## src/rtl/log_compress.sv

```systemverilog
// Three-stage log2 compressor: capture, leading-one detect, Mitchell normalize/pack.
// Valid/ready on both sides; each stage refills whenever it is empty or draining.
module log_compress #(
    parameter int ENV_WIDTH = 32,
    parameter int LOG_WIDTH = 16,
    parameter int INT_BITS  = 6
) (
    input  logic                 clk,
    input  logic                 reset,
    input  logic                 in_valid,
    output logic                 in_ready,
    input  logic [ENV_WIDTH-1:0] env_in,
    output logic                 out_valid,
    input  logic                 out_ready,
    output logic [LOG_WIDTH-1:0] log_out
);
    localparam int FRAC_BITS = LOG_WIDTH - INT_BITS;
    localparam int FRAC_SH   = ENV_WIDTH - 1 - FRAC_BITS;

    logic                 v1, v2, v3;
    logic [ENV_WIDTH-1:0] d1, d2;
    logic [INT_BITS-1:0]  e2;
    logic                 z2;
    logic [LOG_WIDTH-1:0] d3;

    logic                 adv1, adv2, adv3;
    logic [INT_BITS-1:0]  e_calc;
    logic [INT_BITS-1:0]  shamt;
    logic [FRAC_BITS-1:0] frac;
    logic [LOG_WIDTH-1:0] packed_log;

    // Each stage may load when empty or when its occupant moves on this cycle.
    assign adv3     = !v3 || out_ready;
    assign adv2     = !v2 || adv3;
    assign adv1     = !v1 || adv2;
    assign in_ready = !reset && adv1;

    assign out_valid = v3;
    assign log_out   = d3;

    always_comb begin
        e_calc = '0;
        for (int unsigned i = 0; i < ENV_WIDTH; i++) begin
            if (d1[i]) e_calc = INT_BITS'(i);
        end
    end

    // Leading one lands on the MSB; the bits below it are the truncated fraction.
    always_comb begin
        shamt      = INT_BITS'(ENV_WIDTH - 1) - e2;
        frac       = FRAC_BITS'((d2 << shamt) >> FRAC_SH);
        packed_log = z2 ? '0 : {e2, frac};
    end

    always_ff @(posedge clk) begin
        if (reset) begin
            v1 <= 1'b0;
            v2 <= 1'b0;
            v3 <= 1'b0;
            d1 <= '0;
            d2 <= '0;
            e2 <= '0;
            z2 <= 1'b0;
            d3 <= '0;
        end else begin
            if (adv1) begin
                v1 <= in_valid;
                if (in_valid) d1 <= env_in;
            end
            if (adv2) begin
                v2 <= v1;
                if (v1) begin
                    d2 <= d1;
                    e2 <= e_calc;
                    z2 <= (d1 == '0);
                end
            end
            if (adv3) begin
                v3 <= v2;
                if (v2) d3 <= packed_log;
            end
        end
    end
endmodule

```

## config.mk

```make
export PLATFORM = sky130hd
export DESIGN_NAME = log_compress
export DESIGN_NICKNAME = d
export VERILOG_FILES = /design/src/rtl/log_compress.sv
export SDC_FILE = /design/constraint.sdc
export NUM_CORES = 1
export LEC_CHECK = 0
export ABC_AREA = 1
export CORE_MARGIN = 4
export CORE_UTILIZATION = 50
export DETAILED_ROUTE_END_ITERATION = 12
export GPL_ROUTABILITY_DRIVEN = 0
export PLACE_DENSITY = 0.86
export SLEW_MARGIN = 20
export SYNTH_ARGS = -nofsm -noshare
export SYNTH_HDL_FRONTEND = slang
export SYNTH_SLANG_ARGS = --single-unit
```

## constraint.sdc

```tcl
create_clock -name clk -period 1.7 [get_ports clk]
set_clock_uncertainty 0.15 [all_clocks]
set_input_delay 0.34 -clock clk [delete_from_list [all_inputs] [get_ports clk]]
set_output_delay 0.34 -clock clk [all_outputs]
set_load 0.05 [all_outputs]
```

==> key figures, run 1 <==
Yosys
  – Post-Synth Simple-Gate Area: 0.2051
  – Adder-Cell Fraction of Synth Area: 0
  – Synthesis Warnings: 0
  – Synthesized cell area: 4393 um^2
  – Yosys top cell area share: 0.3965
  – Multiplexer share of the synthesized area: 0.009114
  – Syn Area/Cell: 6.596 um^2
  – Synth area leaders: dfxtp_1, o21ai_0, nand2_1
  – XOR/XNOR Fraction of Synth Area: 0
  – Mapped Cells: 666
  – Flops & latches, synth: 87
  – Post-synthesis compound-gate area fraction: 0.2885
  – Library cells used by synthesis: 32
  – Synth area leader: dfxtp_1
  – Combinational family with the most area after synthesis: compound AO/OA/AOI/OAI gates
  – Seq/Total Area, Yosys: 0.3965
  – Syn Nets: 702

Final layout
  – Commonest cells after routing, fill and taps aside: nand2_1, o21ai_0, a21oi_1, dfxtp_1, buf_4
  – Ant. Diodes: 0
  – Most common cell after layout, fill and taps aside: nand2_1
  – NumNets Final: 798
  – Register area: 1748 um^2
  – Proportion of layout cells with a drive suffix above 1: 0.1799
  – Layout area overhead: 35.49%
  – Multi-input gate area: 2258 um^2
  – Fill count: 623

Power and ir drop
  – Switching power total: 1.514 mW
  – VDD IR max: 0.0004772 V
  – PD cells: 842.6 nW/um^2
  – Sw Share: 0.3019
  – Sequential Power Share: 0.448
  – Pint: 3.501 mW
  – Total leakage power: 2.521 nW
  – Clock power frac: 0.323
  – Combinational cell fraction of total power: 0.229
  – Overall Power: 5.015 mW

Timing
  – Final count of hold timing violations: 0
  – Pins Over Slew Limit: 0
  – Worst Tran Pin Value: 528.7 ps
  – Setup Viol. Count Final: 13
  – Tcrit/Tclk final: 1.281
  – Fin crit period: 2177 ps
  – Max frequency: 0.4594 GHz
  – RSZ-0062 raised after global routing: yes
  – Final Worst Setup Slack: -477.0 ps
  – Worst relative slew slack: 0.6443
  – Final TNS setup: -4313 ps
  – Hold WS: 320.0 ps

Critical path
  – Critical R2R Launch: d1[2]$_SDFFE_PP0P_
  – Crit path capture: e2[0]$_SDFFE_PP0P_
  – Worst R2R Path Depth: 31
  – CP max stage cell: dfxtp_2
  – Worst path arrival time: 2330 ps
  – Worst setup startpoint: d1[2]$_SDFFE_PP0P_
  – Crit Path Max Fanout: 2
  – R2r setup slk: -480 ps
  – Reg-to-reg endpoint: e2[0]$_SDFFE_PP0P_
  – CP required: 1850 ps
  – CP endpoint kind: flip-flop
  – Most frequent CP cell: nand2_1
  – CP max stage delay: 340 ps
  – Kind of start point of the critical path: flip-flop
  – Critical path class: reg -> reg

Detailed routing
  – Drt drc: 0
  – Metal1 wirelength: 5139 um
  – ANT nets after route: 0
  – Top routing layer in use: met4
  – Met3 wire len: 888 um
  – Vias per cell: 5.614
  – Via Count: 4895
  – Drt initial violations: 397
  – Post-DR wirelength/cell: 14.19 um
  – First-pass detailed-route iteration total: 6
  – Total wire length: 12380 um
  – DR WL met2: 5979 um

Placement
  – Dpl hpwl: 9021 um
  – Port Buf Inserts: 52

Clocking
  – Root Buffer: clkbuf_8
  – CTS Sinks: 87
  – CTS Hold Bufs: 0
  – Num CTS Buffers: 9
  – CTS tree: built
  – Clk_lat worst skew: 360 ps
  – Htree depth: 3
  – Clock slew at reported path FFs: 90 ps
  – Max Buffers Root-to-Sink: 2

Run
  – Max cap viols: 0

Worst hold path
  – Hold Path Class: reg -> reg
  – Hold depth: 2
  – Hold_sp: d2[30]$_SDFFE_PP0P_

Floorplan
  – Die Wd: 101.7 um
  – Initial core utilization: 0.5241
  – Die ar.: 10350 um^2
  – Die Height: 101.7 um
  – Core area: 8382 um^2
  – Row cnt: 33
  – Number of top-level pins: 54

Outcome
  – Status: complete, but fails checks
  – Violated checks: setup timing

Global routing
  – First-pass GRT wire length: 20830 um
  – Largest net degree at the start of global routing: 39
  – Antenna violations before repair: 0
  – Vias in the first global route: 4691
  – Grt ovf: 0
  – Total GRT Usage: 0.2473
-- cell usage after synthesis (all sizes together) --
| master | n |
|---|---|
| o311ai | 2 |
| nand3 | 28 |
| conb | 1 |
| clkinv | 2 |
| mux2i | 4 |
| clkbuf | 38 |
| a221oi | 1 |
| inv | 60 |
| a32o | 1 |
| o21ai | 127 |
| a21oi | 94 |
| a22oi | 2 |
| o22ai | 2 |
| nor4 | 4 |
| a31o | 1 |
| o211ai | 3 |
| or2 | 2 |
| buf | 6 |
| dfxtp | 87 |
| o31ai | 3 |
| nand2 | 154 |
| nor2 | 30 |
| nor3 | 4 |
| a31oi | 5 |
| o2111ai | 1 |
| bufinv | 2 |
| nand4 | 2 |
-- sequential cells by signal (all words and copies together), names as in the netlist --
register   cells
d1            32
d2            31
log_out       15
e2             5
out_valid      1
v1             1
v2             1
z2             1
-- what timing repair did --
item,4_1_cts,5_1_grt
setup endpoints to repair,17,21
gates cloned,0,0
resized for setup,11,6
pin swaps,4,3
setup buffers,3,0
-- layer usage --
| metal | vias to the layer above | global-route usage |
|---|---|---|
| met3 | 41 | 0.04132 |
| met1 | 2198 | 0.3024 |
| met4 | 0 | 0.1033 |
| met2 | 238 | 0.4291 |
| li1 | 2418 | - |
| met5 | - | 0 |
-- power by group through the flow --
stage / Combinational [mW] / Clock, mW / Sequential [mW]
2_1_floorplan: 0.631 / 0 / 2.29
3_3_place_gp: 1.05 / 0 / 2.28
3_5_place_dp: 1.09 / 0 / 2.29
4_1_cts: 1.11 / 1.63 / 2.24
5_1_grt: 1.27 / 1.72 / 2.27
6_report: 1.15 / 1.62 / 2.25
-- kinds of logic after synthesis --
logic type      after synthesis
flops                        87
buf+inv                     108
simple gates                224
mux                           4
other cells                   1
compound gates              242
-- through the flow --
stage | worst slack (ps) | instance area [um^2] | util | instances
6_report | -477.0 | 5952 | 0.7101 | 872
5_1_grt | -800.1 | 5952 | 0.7101 | 872
4_1_cts | -457.5 | 5934 | 0.7080 | 872
3_5_place_dp | -424.6 | 5658 | 0.6750 | 853
3_3_place_gp | -353.4 | 5658 | 0.6750 | 853
2_1_floorplan | -196.5 | 4413 | - | 666
-- worst max-delay path: cells and delay by family, from the launching register on --
family,cells,cell delay [ps]
AND/OR/NAND/NOR,29,1440
buffers and inverters,1,70
flip-flops,1,340
AO/OA/AOI/OAI,1,120
-- layout make-up --
type,instances,area share
multi-input combinational,471,0.3794
sequential,87,0.2937
timing repair buffer,129,0.2214
inverter,64,0.04562
tap,105,0.02207
clock buffer,9,0.02081
clock inverter,7,0.01703
-- worst min path at each step --
| stage | to | slack, ps |
|---|---|---|
| final | d2[30]$_SDFFE_PP0P_ | 320 |
| after global routing | d2[30]$_SDFFE_PP0P_ | 350 |
| after detailed placement | d2[30]$_SDFFE_PP0P_ | 300 |
| after floorplan | d2[30]$_SDFFE_PP0P_ | 280 |
| after CTS | d2[30]$_SDFFE_PP0P_ | 310 |
| after global placement | d2[30]$_SDFFE_PP0P_ | 290 |
Power figures use the tool's default switching activity.
==> run 2: changes to the inputs <==
CORE_UTILIZATION = 40   (was 50)
PLACE_DENSITY = 0.73   (was 0.86)
SKIP_LAST_GASP = 1   (was unset)
==> run 2 against run 1 <==
The flow still finishes with violations (setup timing). Register-to-register slack gained 50 ps. Sequential cell count did not move. Clock-buffer cell count did not move. Final area increased by 2.7%. Fmax up 2.3%. Hold slack about the same. Sequential power hardly changed. Total power grew 3.7%. Via count is 1.3% lower. Critical path type unchanged.
==> key figures, run 2 (same netlist as run 1, synthesis figures left out) <==
Clocking
  – CTS tree: built
  – CTS Sinks: 87
  – Num CTS Buffers: 9
  – CTS Hold Bufs: 0
  – Clock slew at reported path FFs: 90 ps
  – Htree depth: 3
  – Root Buffer: clkbuf_8
  – Clk_lat worst skew: 370 ps
  – Max Buffers Root-to-Sink: 2

Final layout
  – Largest register by flop count: d1
  – Layout area overhead: 39.13%
  – Register area: 1753 um^2
  – Final std cells w/o fill: 916
  – Most common cell after layout, fill and taps aside: nand2_1
  – Ant. Diodes: 0
  – NumNets Final: 811
  – Max reg flops: 32
  – Commonest cells after routing, fill and taps aside: nand2_1, o21ai_0, a21oi_1, buf_4, dfxtp_1
  – Fill count: 919
  – Multi-input gate area: 2266 um^2
  – Proportion of layout cells with a drive suffix above 1: 0.2000

Power and ir drop
  – VDD IR max: 0.0006032 V
  – PD cells: 851.3 nW/um^2
  – Total leakage power: 2.586 nW

Detailed routing
  – Vias per cell: 5.272
  – Post-DR wirelength/cell: 12.99 um
  – ANT nets after route: 0
  – Via Count: 4829
  – First-pass detailed-route iteration total: 5
  – Drt drc: 0
  – Drt initial violations: 330
  – Total wire length: 11900 um

Timing
  – Final TNS setup: -3847 ps
  – RSZ-0062 raised after global routing: yes
  – Final Worst Setup Slack: -428.4 ps
  – Tcrit/Tclk final: 1.252
  – Worst relative slew slack: 0.6242
  – Pins Over Slew Limit: 0
  – Max frequency: 0.4698 GHz
  – Worst Tran Pin Value: 558.5 ps
  – Fin crit period: 2128 ps
  – Final count of hold timing violations: 0
  – Setup Viol. Count Final: 13

Floorplan
  – Number of top-level pins: 54
  – Die ar.: 12720 um^2
  – Initial core utilization: 0.4180
  – Die Wd: 112.8 um
  – Die Height: 112.8 um
  – Row cnt: 37
  – Core area: 10510 um^2

Placement
  – Placed cell count: 897
  – Dpl hpwl: 9068 um
  – Port Buf Inserts: 52
  – Post-Place Setup Slack: -405.4 ps

Global routing
  – Grt ovf: 0
  – Largest net degree at the start of global routing: 48
  – Antenna violations before repair: 0
  – Total GRT Usage: 0.1881
  – First-pass GRT wire length: 20070 um
  – Vias in the first global route: 4451

Critical path
  – Crit Path Max Fanout: 18
  – Worst path arrival time: 2230 ps
  – Kind of start point of the critical path: flip-flop
  – Critical path class: reg -> reg
  – CP required: 1810 ps
  – CP endpoint kind: flip-flop

Worst hold path
  – Hold Path Class: reg -> reg

Outcome
  – Status: complete, but fails checks
  – Violated checks: setup timing

Run
  – Max cap viols: 0
[run 2: final cells by class]
class,instances,area share
clock inverters,7,0.02047
repair buffers,142,0.2295
well taps,136,0.02784
flip-flops and latches,87,0.2868
clock buffers,9,0.02027
multi-input cells,471,0.3707
inverters,64,0.04442
[run 2: what timing repair did]
action / CTS / global route
setup endpoints to repair: 13 / 19
resized for setup: 10 / 15
buffers inserted: 2 / 2
gates cloned: 0 / 0
pin swaps: 4 / 8
[run 2: worst max-delay path, stage by stage (launching register included)]
cell and delay, ps:
dfxtp_1 490, inv_2 200, nand2_1 90, nand2_1 70, o21ai_0 220, a21oi_1 90, o21ai_0 80, o21ai_0 140
o311ai_1 370, a21oi_1 110
[run 2: where the power goes]
| group | leakage, nW | internal, mW | switching [mW] |
|---|---|---|---|
| registers | 0.720 | 2.16 | 0.0887 |
| clock network | 0.125 | 0.997 | 0.811 |
| logic | 1.74 | 0.515 | 0.630 |
| total | 2.59 | 3.67 | 1.53 |
[run 2: stage by stage]
stage                     hold slack [ps]  utilization  cell area (um^2)  total power [mW]
after global routing                353.7       0.5816              6112             5.468
after floorplan                     279.7            -              4413             2.919
after detailed placement            315.1       0.5502              5782             3.402
after CTS                           326.5       0.5776              6070             5.201
final                               320.4       0.5816              6112             5.203
after global placement              301.2       0.5502              5782             3.369
[run 2: final timing paths]
check                startpoint  slack (ps)                 endpoint  depth (start not counted)
max          e2[0]$_SDFFE_PP0P_        -430  log_out[4]$_SDFFE_PP0P_                          9
min          d2[7]$_SDFFE_PP0P_         320       d2[7]$_SDFFE_PP0P_                          2
max reg2reg  e2[0]$_SDFFE_PP0P_        -430  log_out[4]$_SDFFE_PP0P_                          9
min reg2reg  d2[7]$_SDFFE_PP0P_         320       d2[7]$_SDFFE_PP0P_                          2
[run 2: layer usage]
| metal | share of wire | vias up | global-route usage |
|---|---|---|---|
| met5 | 0 | - | 0 |
| met4 | 0.020 | 0 | 0.07131 |
| met3 | 0.068 | 28 | 0.04439 |
| met2 | 0.47 | 186 | 0.3037 |
| met1 | 0.44 | 2167 | 0.2440 |
| li1 | - | 2448 | - |
==> run 3: changes to the inputs <==
MAX_ROUTING_LAYER = met4   (was unset)
==> run 3 against run 2 <==
The run still ends with setup timing left. Total power hardly changed. Via count is 0.64% lower. Non-clock buffer count stayed put. Combinational power hardly changed. Final cell count stayed put. Critical path type unchanged. Critical endpoint unchanged. Largest cell class unchanged.
==> key figures, run 3 (same netlist as run 1, synthesis figures left out) <==
Global routing
  – GR Layer Usage met1: 0.2466
  – Top Usage Layer GRT: met2
  – First-pass GRT wire length: 20060 um
  – Met3 Use GR: 0.04225
  – Antenna violations before repair: 0
  – Total GRT Usage: 0.1938
  – Largest net degree at the start of global routing: 48
  – Grt ovf: 0
  – Met2 Use GR: 0.3029
  – Vias in the first global route: 4446

Timing
  – Worst Tran Pin Value: 571.0 ps
  – Hold WS: 320.5 ps
  – RSZ-0062 raised after global routing: yes
  – Tcrit/Tclk final: 1.260
  – Pins Over Slew Limit: 0
  – Final Worst Setup Slack: -442.0 ps
  – Fin crit period: 2142 ps
  – Final count of hold timing violations: 0
  – Worst relative slew slack: 0.6158
  – Max frequency: 0.4669 GHz
  – Final TNS setup: -4001 ps
  – Setup Viol. Count Final: 13

Final layout
  – NumNets Final: 811
  – Proportion of layout cells with a drive suffix above 1: 0.2000
  – Final std cells w/o fill: 916
  – Layout area overhead: 39.13%
  – Most common cell after layout, fill and taps aside: nand2_1
  – Commonest cells after routing, fill and taps aside: nand2_1, o21ai_0, a21oi_1, buf_4, dfxtp_1
  – Ant. Diodes: 0
  – Register area: 1753 um^2
  – Multi-input gate area: 2266 um^2
  – Max reg flops: 32
  – Largest register by flop count: d1
  – Fill count: 919

Detailed routing
  – Drt initial violations: 298
  – Post-DR wirelength/cell: 13.05 um
  – Total wire length: 11950 um
  – Vias per cell: 5.238
  – First-pass detailed-route iteration total: 5
  – Via Count: 4798
  – Drt drc: 0
  – ANT nets after route: 0

Power and ir drop
  – Overall Power: 5.207 mW
  – VDD IR max: 0.0006035 V
  – PD cells: 851.8 nW/um^2
  – Total leakage power: 2.586 nW

Critical path
  – CP delay by family, top: compound AO/OA/AOI/OAI gates
  – CP endpoint kind: flip-flop
  – Most frequent CP cell: o21ai_0
  – CP max stage delay: 490 ps
  – Worst path arrival time: 2240 ps
  – Crit path capture: log_out[4]$_SDFFE_PP0P_
  – CP max stage cell: dfxtp_1
  – Critical R2R Launch: e2[0]$_SDFFE_PP0P_
  – Critical path class: reg -> reg
  – Crit Path Max Fanout: 18
  – CP required: 1800 ps
  – Reg-to-reg endpoint: log_out[4]$_SDFFE_PP0P_
  – Worst setup startpoint: e2[0]$_SDFFE_PP0P_
  – R2r setup slk: -440 ps
  – Worst R2R Path Depth: 9
  – CP cell instances: inv_2, nand2_1, nand2_1, o21ai_0, a21oi_1, o21ai_0, o21ai_0, o311ai_1, a21oi_1
  – Worst Path Buf+Inv: 1
  – Kind of start point of the critical path: flip-flop
  – CP Depth: 9

Floorplan
  – Number of top-level pins: 54
  – Row cnt: 37
  – Die ar.: 12720 um^2
  – Die Height: 112.8 um
  – Core area: 10510 um^2
  – Initial core utilization: 0.4180
  – Die Wd: 112.8 um

Placement
  – Port Buf Inserts: 52
  – Placed cell count: 897
  – Dpl hpwl: 9068 um
  – Post-Place Setup Slack: -405.4 ps

Worst hold path
  – Hold Path Class: reg -> reg

Clocking
  – Htree depth: 3
  – Clk_lat worst skew: 370 ps
  – CTS Sinks: 87
  – CTS Hold Bufs: 0
  – Clock slew at reported path FFs: 90 ps
  – Num CTS Buffers: 9
  – Max Buffers Root-to-Sink: 2
  – Root Buffer: clkbuf_8
  – CTS tree: built

Outcome
  – Violated checks: setup timing
  – Status: complete, but fails checks

Run
  – Max cap viols: 0
## run 3: cell counts in the layout (fill, tap and decap cells not counted)
No cell type changed its count.
## run 3: area by class of cell
class,instances,share of cell area
Clock inverter,7,0.02047
Inverter,64,0.04442
Tap cell,136,0.02784
Timing Repair Buffer,142,0.2295
Clock buffer,9,0.02027
Multi-Input combinational cell,471,0.3707
Sequential cell,87,0.2868
## run 3: worst register-to-register path, stage by stage (launching register included)
cell      delay, ps
dfxtp_1         490
inv_2           210
nand2_1         100
nand2_1          70
o21ai_0         220
a21oi_1          90
o21ai_0          80
o21ai_0         130
o311ai_1        370
a21oi_1         110
## run 3: worst min-delay path by stage
stage | start | endpoint | slack, ps | cells past startpoint
2_1_floorplan | d2[30]$_SDFFE_PP0P_ | d2[30]$_SDFFE_PP0P_ | 280 | 2
3_3_place_gp | d2[30]$_SDFFE_PP0P_ | d2[30]$_SDFFE_PP0P_ | 300 | 2
3_5_place_dp | d2[7]$_SDFFE_PP0P_ | d2[7]$_SDFFE_PP0P_ | 320 | 2
4_1_cts | d2[7]$_SDFFE_PP0P_ | d2[7]$_SDFFE_PP0P_ | 330 | 2
5_1_grt | d2[9]$_SDFFE_PP0P_ | d2[9]$_SDFFE_PP0P_ | 350 | 2
6_report | d2[7]$_SDFFE_PP0P_ | d2[7]$_SDFFE_PP0P_ | 320 | 2
## run 3: layer usage
layer	wire, um	share of wire
met5	0	0
met4	200	0.017
met3	744	0.062
met2	5614	0.47
met1	5393	0.45
## run 3: metrics by stage
stage                     area (um^2)    util
after floorplan                  4413       -
after global placement           5782  0.5502
after detailed placement         5782  0.5502
after CTS                        6070  0.5776
after global routing             6112  0.5816
final                            6112  0.5816
## run 3: what timing repair did
action                                  in CTS  in global routing
pin swaps                                    4                  8
buffers inserted                             2                  2
gates resized for setup                     10                 15
endpoints found under the setup margin      13                 19
## run 3: report_power, final
group | switching (mW) | internal [mW]
Sequential | 0.0890 | 2.16
Combinational | 0.631 | 0.515
Clock | 0.813 | 0.997
